--- src/rtl/usb_pkg.sv ---
// Shared USB full-speed constants and the receive controller state encoding.
package usb_pkg;

  localparam logic [7:0] SYNC_BYTE = 8'h80;

  localparam logic [3:0] PID_DATA0 = 4'b0011;
  localparam logic [3:0] PID_DATA1 = 4'b1011;
  localparam logic [3:0] PID_ACK   = 4'b0010;
  localparam logic [3:0] PID_NAK   = 4'b1010;
  localparam logic [3:0] PID_STALL = 4'b1110;

  localparam int unsigned MAX_BYTES_DEFAULT = 66;

  typedef enum logic [2:0] {
    StIdle,
    StRcvSync,
    StRcvPid,
    StWaitEopHs,
    StRcvData,
    StEopWait,
    StDone,
    StErr
  } rx_state_e;

  // Upper nibble of a PID byte is the one's complement of the lower nibble.
  function automatic logic pid_check_ok(input logic [7:0] b);
    return b[7:4] == ~b[3:0];
  endfunction

endpackage

--- src/rtl/usb_rx_byte_pipe.sv ---
// Two-entry byte delay line; the two newest bytes of a packet (its CRC) never leave it.
module usb_rx_byte_pipe (
  input  logic       clk_i,
  input  logic       rst_ni,
  input  logic       push_i,
  input  logic [7:0] data_i,
  input  logic       flush_i,
  output logic       full_o,
  output logic [1:0] level_o,
  output logic [7:0] pop_data_o
);

  logic [7:0] slot0_q, slot0_d;
  logic [7:0] slot1_q, slot1_d;
  logic [1:0] level_q, level_d;

  always_comb begin
    slot0_d = slot0_q;
    slot1_d = slot1_q;
    level_d = level_q;
    if (flush_i) begin
      level_d = 2'd0;
    end else if (push_i) begin
      unique case (level_q)
        2'd0: begin
          slot0_d = data_i;
          level_d = 2'd1;
        end
        2'd1: begin
          slot1_d = data_i;
          level_d = 2'd2;
        end
        default: begin
          slot0_d = slot1_q;
          slot1_d = data_i;
        end
      endcase
    end
  end

  always_ff @(posedge clk_i or negedge rst_ni) begin
    if (!rst_ni) begin
      slot0_q <= 8'h00;
      slot1_q <= 8'h00;
      level_q <= 2'd0;
    end else begin
      slot0_q <= slot0_d;
      slot1_q <= slot1_d;
      level_q <= level_d;
    end
  end

  assign full_o     = (level_q == 2'd2);
  assign level_o    = level_q;
  assign pop_data_o = slot0_q;

endmodule

--- src/rtl/usb_rx_controller.sv ---
// USB full-speed receive packet controller: SYNC/PID checks, CRC stripping, FIFO writes.
module usb_rx_controller
  import usb_pkg::*;
#(
  parameter int unsigned MAX_BYTES = MAX_BYTES_DEFAULT
) (
  input  logic       clk,
  input  logic       n_rst,
  input  logic       d_edge,
  input  logic       eop,
  input  logic       shift_enable,
  input  logic       byte_received,
  input  logic [7:0] rcv_data,
  input  logic       crc_match,
  output logic       rcving,
  output logic       w_enable,
  output logic [7:0] rx_data,
  output logic [3:0] rx_pid,
  output logic [6:0] byte_count,
  output logic       crc_clear,
  output logic       rx_packet_done,
  output logic       r_error
);

  localparam int unsigned CntW = $clog2(MAX_BYTES + 2);

  rx_state_e       state_q, state_d;
  logic [2:0]      bit_cnt_q, bit_cnt_d;
  logic [CntW-1:0] pid_cnt_q, pid_cnt_d;
  logic            is_data_q, is_data_d;
  logic            crc_ok_q, crc_ok_d;
  logic            eop_seen_q, eop_seen_d;
  logic            rcving_q, rcving_d;
  logic            w_enable_q, w_enable_d;
  logic [7:0]      rx_data_q, rx_data_d;
  logic [3:0]      rx_pid_q, rx_pid_d;
  logic [6:0]      byte_count_q, byte_count_d;
  logic            crc_clear_q, crc_clear_d;
  logic            done_q, done_d;
  logic            r_error_q, r_error_d;

  logic       pipe_push, pipe_flush, pipe_full;
  logic [1:0] pipe_level;
  logic [7:0] pipe_pop;
  logic       eop_bit, full_after;
  logic [2:0] bit_cnt_chk;

  usb_rx_byte_pipe u_pipe (
    .clk_i      (clk),
    .rst_ni     (n_rst),
    .push_i     (pipe_push),
    .data_i     (rcv_data),
    .flush_i    (pipe_flush),
    .full_o     (pipe_full),
    .level_o    (pipe_level),
    .pop_data_o (pipe_pop)
  );

  assign eop_bit = eop & shift_enable;
  // A byte arriving with the EOP is consumed first, so the EOP sees post-byte counters.
  assign bit_cnt_chk = byte_received ? 3'd0 : bit_cnt_q;
  assign full_after  = byte_received ? (pipe_level != 2'd0) : pipe_full;

  always_comb begin
    state_d      = state_q;
    bit_cnt_d    = bit_cnt_q;
    pid_cnt_d    = pid_cnt_q;
    is_data_d    = is_data_q;
    crc_ok_d     = crc_ok_q;
    eop_seen_d   = eop_seen_q;
    rcving_d     = rcving_q;
    w_enable_d   = 1'b0;
    rx_data_d    = rx_data_q;
    rx_pid_d     = rx_pid_q;
    byte_count_d = byte_count_q;
    crc_clear_d  = 1'b0;
    done_d       = 1'b0;
    r_error_d    = r_error_q;
    pipe_push    = 1'b0;
    pipe_flush   = 1'b0;

    unique case (state_q)
      StIdle: begin
        if (d_edge) begin
          state_d      = StRcvSync;
          rcving_d     = 1'b1;
          r_error_d    = 1'b0;
          byte_count_d = 7'd0;
          bit_cnt_d    = 3'd0;
          pid_cnt_d    = '0;
          eop_seen_d   = 1'b0;
          crc_ok_d     = 1'b0;
          pipe_flush   = 1'b1;
        end
      end
      StRcvSync: begin
        if (eop || (byte_received && rcv_data != SYNC_BYTE)) begin
          state_d    = StErr;
          r_error_d  = 1'b1;
          eop_seen_d = eop;
        end else if (byte_received) begin
          state_d = StRcvPid;
        end
      end
      StRcvPid: begin
        if (eop) begin
          state_d    = StErr;
          r_error_d  = 1'b1;
          eop_seen_d = 1'b1;
        end else if (byte_received) begin
          state_d    = StErr;
          r_error_d  = 1'b1;
          eop_seen_d = 1'b0;
          if (pid_check_ok(rcv_data)) begin
            if (rcv_data[3:0] == PID_DATA0 || rcv_data[3:0] == PID_DATA1) begin
              state_d     = StRcvData;
              r_error_d   = r_error_q;
              rx_pid_d    = rcv_data[3:0];
              is_data_d   = 1'b1;
              crc_clear_d = 1'b1;
            end else if (rcv_data[3:0] == PID_ACK || rcv_data[3:0] == PID_NAK ||
                         rcv_data[3:0] == PID_STALL) begin
              state_d   = StWaitEopHs;
              r_error_d = r_error_q;
              rx_pid_d  = rcv_data[3:0];
              is_data_d = 1'b0;
            end
          end
        end
      end
      StWaitEopHs: begin
        if (byte_received) begin
          state_d    = StErr;
          r_error_d  = 1'b1;
          eop_seen_d = eop;
        end else if (eop_bit) begin
          state_d = StEopWait;
        end
      end
      StRcvData: begin
        if (byte_received) begin
          bit_cnt_d = 3'd0;
          pid_cnt_d = pid_cnt_q + CntW'(1);
          if (32'(pid_cnt_q) + 32'd1 > MAX_BYTES) begin
            state_d    = StErr;
            r_error_d  = 1'b1;
            eop_seen_d = eop;
          end else begin
            pipe_push = 1'b1;
            if (pipe_full) begin
              w_enable_d   = 1'b1;
              rx_data_d    = pipe_pop;
              byte_count_d = byte_count_q + 7'd1;
            end
          end
        end else if (shift_enable) begin
          bit_cnt_d = bit_cnt_q + 3'd1;
        end
        if (eop_bit && state_d == StRcvData) begin
          if (bit_cnt_chk == 3'd0 && full_after) begin
            state_d  = StEopWait;
            crc_ok_d = crc_match;
          end else begin
            state_d    = StErr;
            r_error_d  = 1'b1;
            eop_seen_d = 1'b1;
          end
        end
      end
      StEopWait: begin
        if (eop) begin
          crc_ok_d = crc_match;
        end else if (!is_data_q || crc_ok_q) begin
          state_d = StDone;
        end else begin
          state_d    = StErr;
          r_error_d  = 1'b1;
          eop_seen_d = 1'b1;
        end
      end
      StDone: begin
        done_d     = 1'b1;
        pipe_flush = 1'b1;
        rcving_d   = 1'b0;
        state_d    = StIdle;
      end
      StErr: begin
        if (eop) begin
          eop_seen_d = 1'b1;
        end else if (eop_seen_q) begin
          rcving_d = 1'b0;
          state_d  = StIdle;
        end
      end
      default: state_d = StIdle;
    endcase
  end

  always_ff @(posedge clk or negedge n_rst) begin
    if (!n_rst) begin
      state_q      <= StIdle;
      bit_cnt_q    <= 3'd0;
      pid_cnt_q    <= '0;
      is_data_q    <= 1'b0;
      crc_ok_q     <= 1'b0;
      eop_seen_q   <= 1'b0;
      rcving_q     <= 1'b0;
      w_enable_q   <= 1'b0;
      rx_data_q    <= 8'h00;
      rx_pid_q     <= 4'h0;
      byte_count_q <= 7'd0;
      crc_clear_q  <= 1'b0;
      done_q       <= 1'b0;
      r_error_q    <= 1'b0;
    end else begin
      state_q      <= state_d;
      bit_cnt_q    <= bit_cnt_d;
      pid_cnt_q    <= pid_cnt_d;
      is_data_q    <= is_data_d;
      crc_ok_q     <= crc_ok_d;
      eop_seen_q   <= eop_seen_d;
      rcving_q     <= rcving_d;
      w_enable_q   <= w_enable_d;
      rx_data_q    <= rx_data_d;
      rx_pid_q     <= rx_pid_d;
      byte_count_q <= byte_count_d;
      crc_clear_q  <= crc_clear_d;
      done_q       <= done_d;
      r_error_q    <= r_error_d;
    end
  end

  assign rcving         = rcving_q;
  assign w_enable       = w_enable_q;
  assign rx_data        = rx_data_q;
  assign rx_pid         = rx_pid_q;
  assign byte_count     = byte_count_q;
  assign crc_clear      = crc_clear_q;
  assign rx_packet_done = done_q;
  assign r_error        = r_error_q;

endmodule
--- config.mk ---
export PLATFORM = sky130hd
export DESIGN_NAME = usb_rx_controller
export DESIGN_NICKNAME = d
export VERILOG_FILES = /design/src/rtl/usb_pkg.sv /design/src/rtl/usb_rx_byte_pipe.sv /design/src/rtl/usb_rx_controller.sv
export SDC_FILE = /design/constraint.sdc
export NUM_CORES = 1
export LEC_CHECK = 0
export CELL_PAD_IN_SITES_DETAIL_PLACEMENT = 0
export CELL_PAD_IN_SITES_GLOBAL_PLACEMENT = 1
export CORE_MARGIN = 3
export CORE_UTILIZATION = 46
export CTS_BUF_LIST = sky130_fd_sc_hd__clkbuf_4 sky130_fd_sc_hd__clkbuf_8 sky130_fd_sc_hd__clkbuf_16
export DETAILED_ROUTE_END_ITERATION = 16
export GPL_TIMING_DRIVEN = 1
export MAX_ROUTING_LAYER = met4
export PLACE_DENSITY_LB_ADDON = 0.25
export SYNTH_ARGS = -nofsm -noshare
export SYNTH_HDL_FRONTEND = slang
export SYNTH_SLANG_ARGS = --single-unit
--- constraint.sdc ---
create_clock -name clk -period 5.5 [get_ports clk]
set_input_delay 1.1 -clock clk [delete_from_list [all_inputs] [get_ports clk]]
set_output_delay 1.1 -clock clk [all_outputs]
set_load 0.02 [all_outputs]
==> run summary <==
Post-Synth XOR/XNOR Area -> 0.828%
Mux cell area share after synthesis -> 12.8%
CTS Hold Buffers Added -> 0
Total CTS buffers -> 9
Hold Path Cell Cnt -> 1
Area Growth Syn to Fin -> 19.6%
Crit path depth -> 5
Unrepaired setup endpoints after global routing -> false
Outcome -> finished, final reports clean
Min-delay worst type -> reg -> reg
Adder-cell area share of the yosys netlist -> 1.58%
RD Place Congestion -> 0.885
Max_cap viols -> 0
DIE WIDTH -> 89.1 um
Initial Util -> 48.6%
Reg clk slew, reported paths -> 70 ps
First DRT Iteration DRCs -> 189
Most used routing layer -> met2
Antenna viol nets, final -> 0
Top fanout value on the critical path -> 15
Post-synth EDFFs -> 0
Die area -> 0.00793 mm^2
Ys async rst share -> 100%
H-tree levels -> 3
Via count -> 2601
Crit path max-delay cell type -> clkdlybuf4s50_1
Total wire length -> 7080 um
Resize count post-CTS -> 0
Initial antenna violation count -> 0
Leakage -> 0.00168 uW
CP delay by family, top -> simple AND/OR/NAND/NOR gates
Drt first pass iters -> 5
Largest family of logic cells by synthesized area -> compound AO/OA/AOI/OAI gates
Primary FF master, synth -> dfrtp_1
Post-Synth Simple-Gate Area -> 16.6%
Setup violators final -> 0
Met2 usage -> 29.3%
Setup crit start -> byte_received
Tightest Pin Transition -> 1170 ps
Worst IR Drop VDD -> 0.000248 V
Minimum clock period after layout -> 3590 ps
R2R depth -> 6
Drt drc -> 0
Setup crit end kind -> flop
Placeable Area -> 0.00653 mm^2
Final hold viol count -> 0
Setup Fix Bufs, Post-CTS -> 0
Fmax -> 278 MHz
DR vias/cell -> 5.92
Inserted Diodes -> 0
Setup Skew -> 11.4 ps
Final Slew Violations -> 0
Placement Cell Area -> 0.00357 mm^2
Clk_lat worst skew -> 330 ps
Syn_nets -> 343
Share of layout cells above drive strength 1 -> 12.4%
Req. time, crit path -> 5750 ps
Core Util, Final -> 58.1%
Sequential cell area fraction in the yosys report -> 45.7%
CP cell instances -> clkdlybuf4s50_1 -> and3_1 -> o2111ai_1 -> or4_1 -> a21oi_1
Rel. slew slack -> 21.7%
Setup TNS -> 0 ps
Tot GR Track Use -> 20.2%
DR WL/cell -> 16.1 um
Design area -> 0.00379 mm^2
Detailed placer's ending HPWL -> 4870 um
Syn Area/Cell -> 9.79 um^2
First-pass GRT wire length -> 12100 um
WP buf/inv -> 1
Filler cells -> 565
Worst reg2reg path startpoint -> state_q[2]
CP arrival -> 3840 ps
Pwr dens -> 510 mW/mm^2
Final Net Count -> 376
Flops & latches, synth -> 58
Routing usage on met1 -> 28.5%
CTS sink count -> 58
Number of distinct library cells after synthesis -> 54
Die H -> 89.1 um
Top-Level Pins -> 39
CP startpoint kind -> input pin
Post-Syn Area -> 0.00317 mm^2
Syn Inst Count -> 324
Syn. warnings -> 0
GR Util met3 -> 4.15%
Vias in the first global route -> 2447
Post-route clock period utilization -> 65.3%
IO buf count -> 38
CP peak stage delay -> 790 ps
Root buffer cell -> clkbuf_8
Synth Area in Compound Gates -> 18.7%
GR Overflow Total -> 0
Hold Path Origin -> rx_pid[1]
Kind of critical path -> in -> reg
CTS Buffer Depth -> 2
Largest net degree at the start of global routing -> 59
Row count -> 29
CTS tree -> built
## where the power goes
group,internal (uW),leakage [uW],switching (uW)
clock network,258,0.000106,194
registers,567,0.000762,151
logic,356,0.000810,408
total,1180,0.00168,753
## cell usage in the layout (no fill, tap or decap), types with 5 or more instances in the layout
| cell type | instances |
|---|---|
| mux2i_1 | 15 |
| nand2_1 | 35 |
| o211ai_1 | 5 |
| clkbuf_8 | 9 |
| inv_1 | 9 |
| mux2_4 | 8 |
| a31oi_1 | 6 |
| clkdlybuf4s50_1 | 37 |
| o21ai_0 | 34 |
| dfrtp_1 | 58 |
| nor2_1 | 22 |
| mux2_2 | 12 |
| nand2b_1 | 5 |
| and3_1 | 5 |
| a21oi_1 | 15 |
| nand3_1 | 10 |
## synthesized netlist by cell type, types with 3 or more instances
cell type | number | area (um^2)
a21oi_1 | 15 | 75.1
a31oi_1 | 6 | 37.5
and3_1 | 5 | 31.3
buf_2 | 3 | 15.0
clkbuf_1 | 12 | 45.0
dfrtp_1 | 58 | 1450
ha_1 | 4 | 50.1
inv_1 | 9 | 33.8
mux2_2 | 12 | 135
mux2_4 | 8 | 120
mux2i_1 | 15 | 150
nand2_1 | 35 | 131
nand2b_1 | 5 | 31.3
nand3_1 | 10 | 50.1
nand4_1 | 4 | 25.0
nor2_1 | 22 | 82.6
nor3_1 | 3 | 15.0
nor4b_1 | 3 | 26.3
o2111ai_1 | 3 | 26.3
o211ai_1 | 5 | 37.5
o21ai_0 | 34 | 170
o31ai_1 | 4 | 30.0
or2_2 | 3 | 18.8
## per-layer routing
layer	up-vias	share of wire (%)	routed length, um
met5	-	0	0
met4	0	1.3	89
met3	12	5.9	416
met2	94	45	3180
met1	1238	48	3390
li1	1257	-	-
## path summary, 6_finish.rpt
check / endpoint / slack [ps]
setup / recovery: byte_count[5] / 1910
hold / removal: rx_pid[1] / 470
setup reg to reg: byte_count[5] / 2280
hold reg to reg: rx_pid[1] / 470
max in group asynchronous: r_error / 4090
min in group asynchronous: rx_data[6] / 900
## cell type report
cell class                      instances  area [um^2]  area share [%]
Clock buffer                            9          124            3.26
Clock inverter                          7          101            2.67
Multi-Input combinational cell        239         1600            42.2
Sequential cell                        58         1450            38.2
Tap cell                               77         96.3            2.54
Timing Repair Buffer                   39          383            10.1
Inverter                               10         37.5           0.989
## kinds of logic after synthesis
family,count (synthesis)
AND/OR/NAND/NOR,106
AO/OA/AOI/OAI,91
flip-flops,58
multiplexers,35
buffers and inverters,27
adder cells (fa/ha/maj),4
XOR/XNOR,3
## per-stage QoR
stage	setup WS (ps)	hold slack [ps]	cells	power, uW
2_1_floorplan	2810	446	324	1250
4_1_cts	1920	470	439	1930
3_3_place_gp	1650	451	423	1470
5_1_grt	1750	499	439	2070
3_5_place_dp	1580	452	423	1480
6_report	1910	467	439	1930
## registers in the layout, summed over array words and instances (netlist names), 2 cells and up
register,cells
byte_count,7
rx_pid,4
state_q,3
pid_cnt_q,7
u_pipe.pop_data_o,8
u_pipe.level_o,2
u_pipe.slot1_q,8
rx_data,8
bit_cnt_q,3
## worst reg2reg max path, cell delays in order, from the launching register on
cell and delay, ps:
dfrtp_1 770, inv_1 220, nor2_1 250, and3_1 410, o2111ai_1 630, or4_1 700, a21oi_1 160
(Power assumes the default switching activity.)
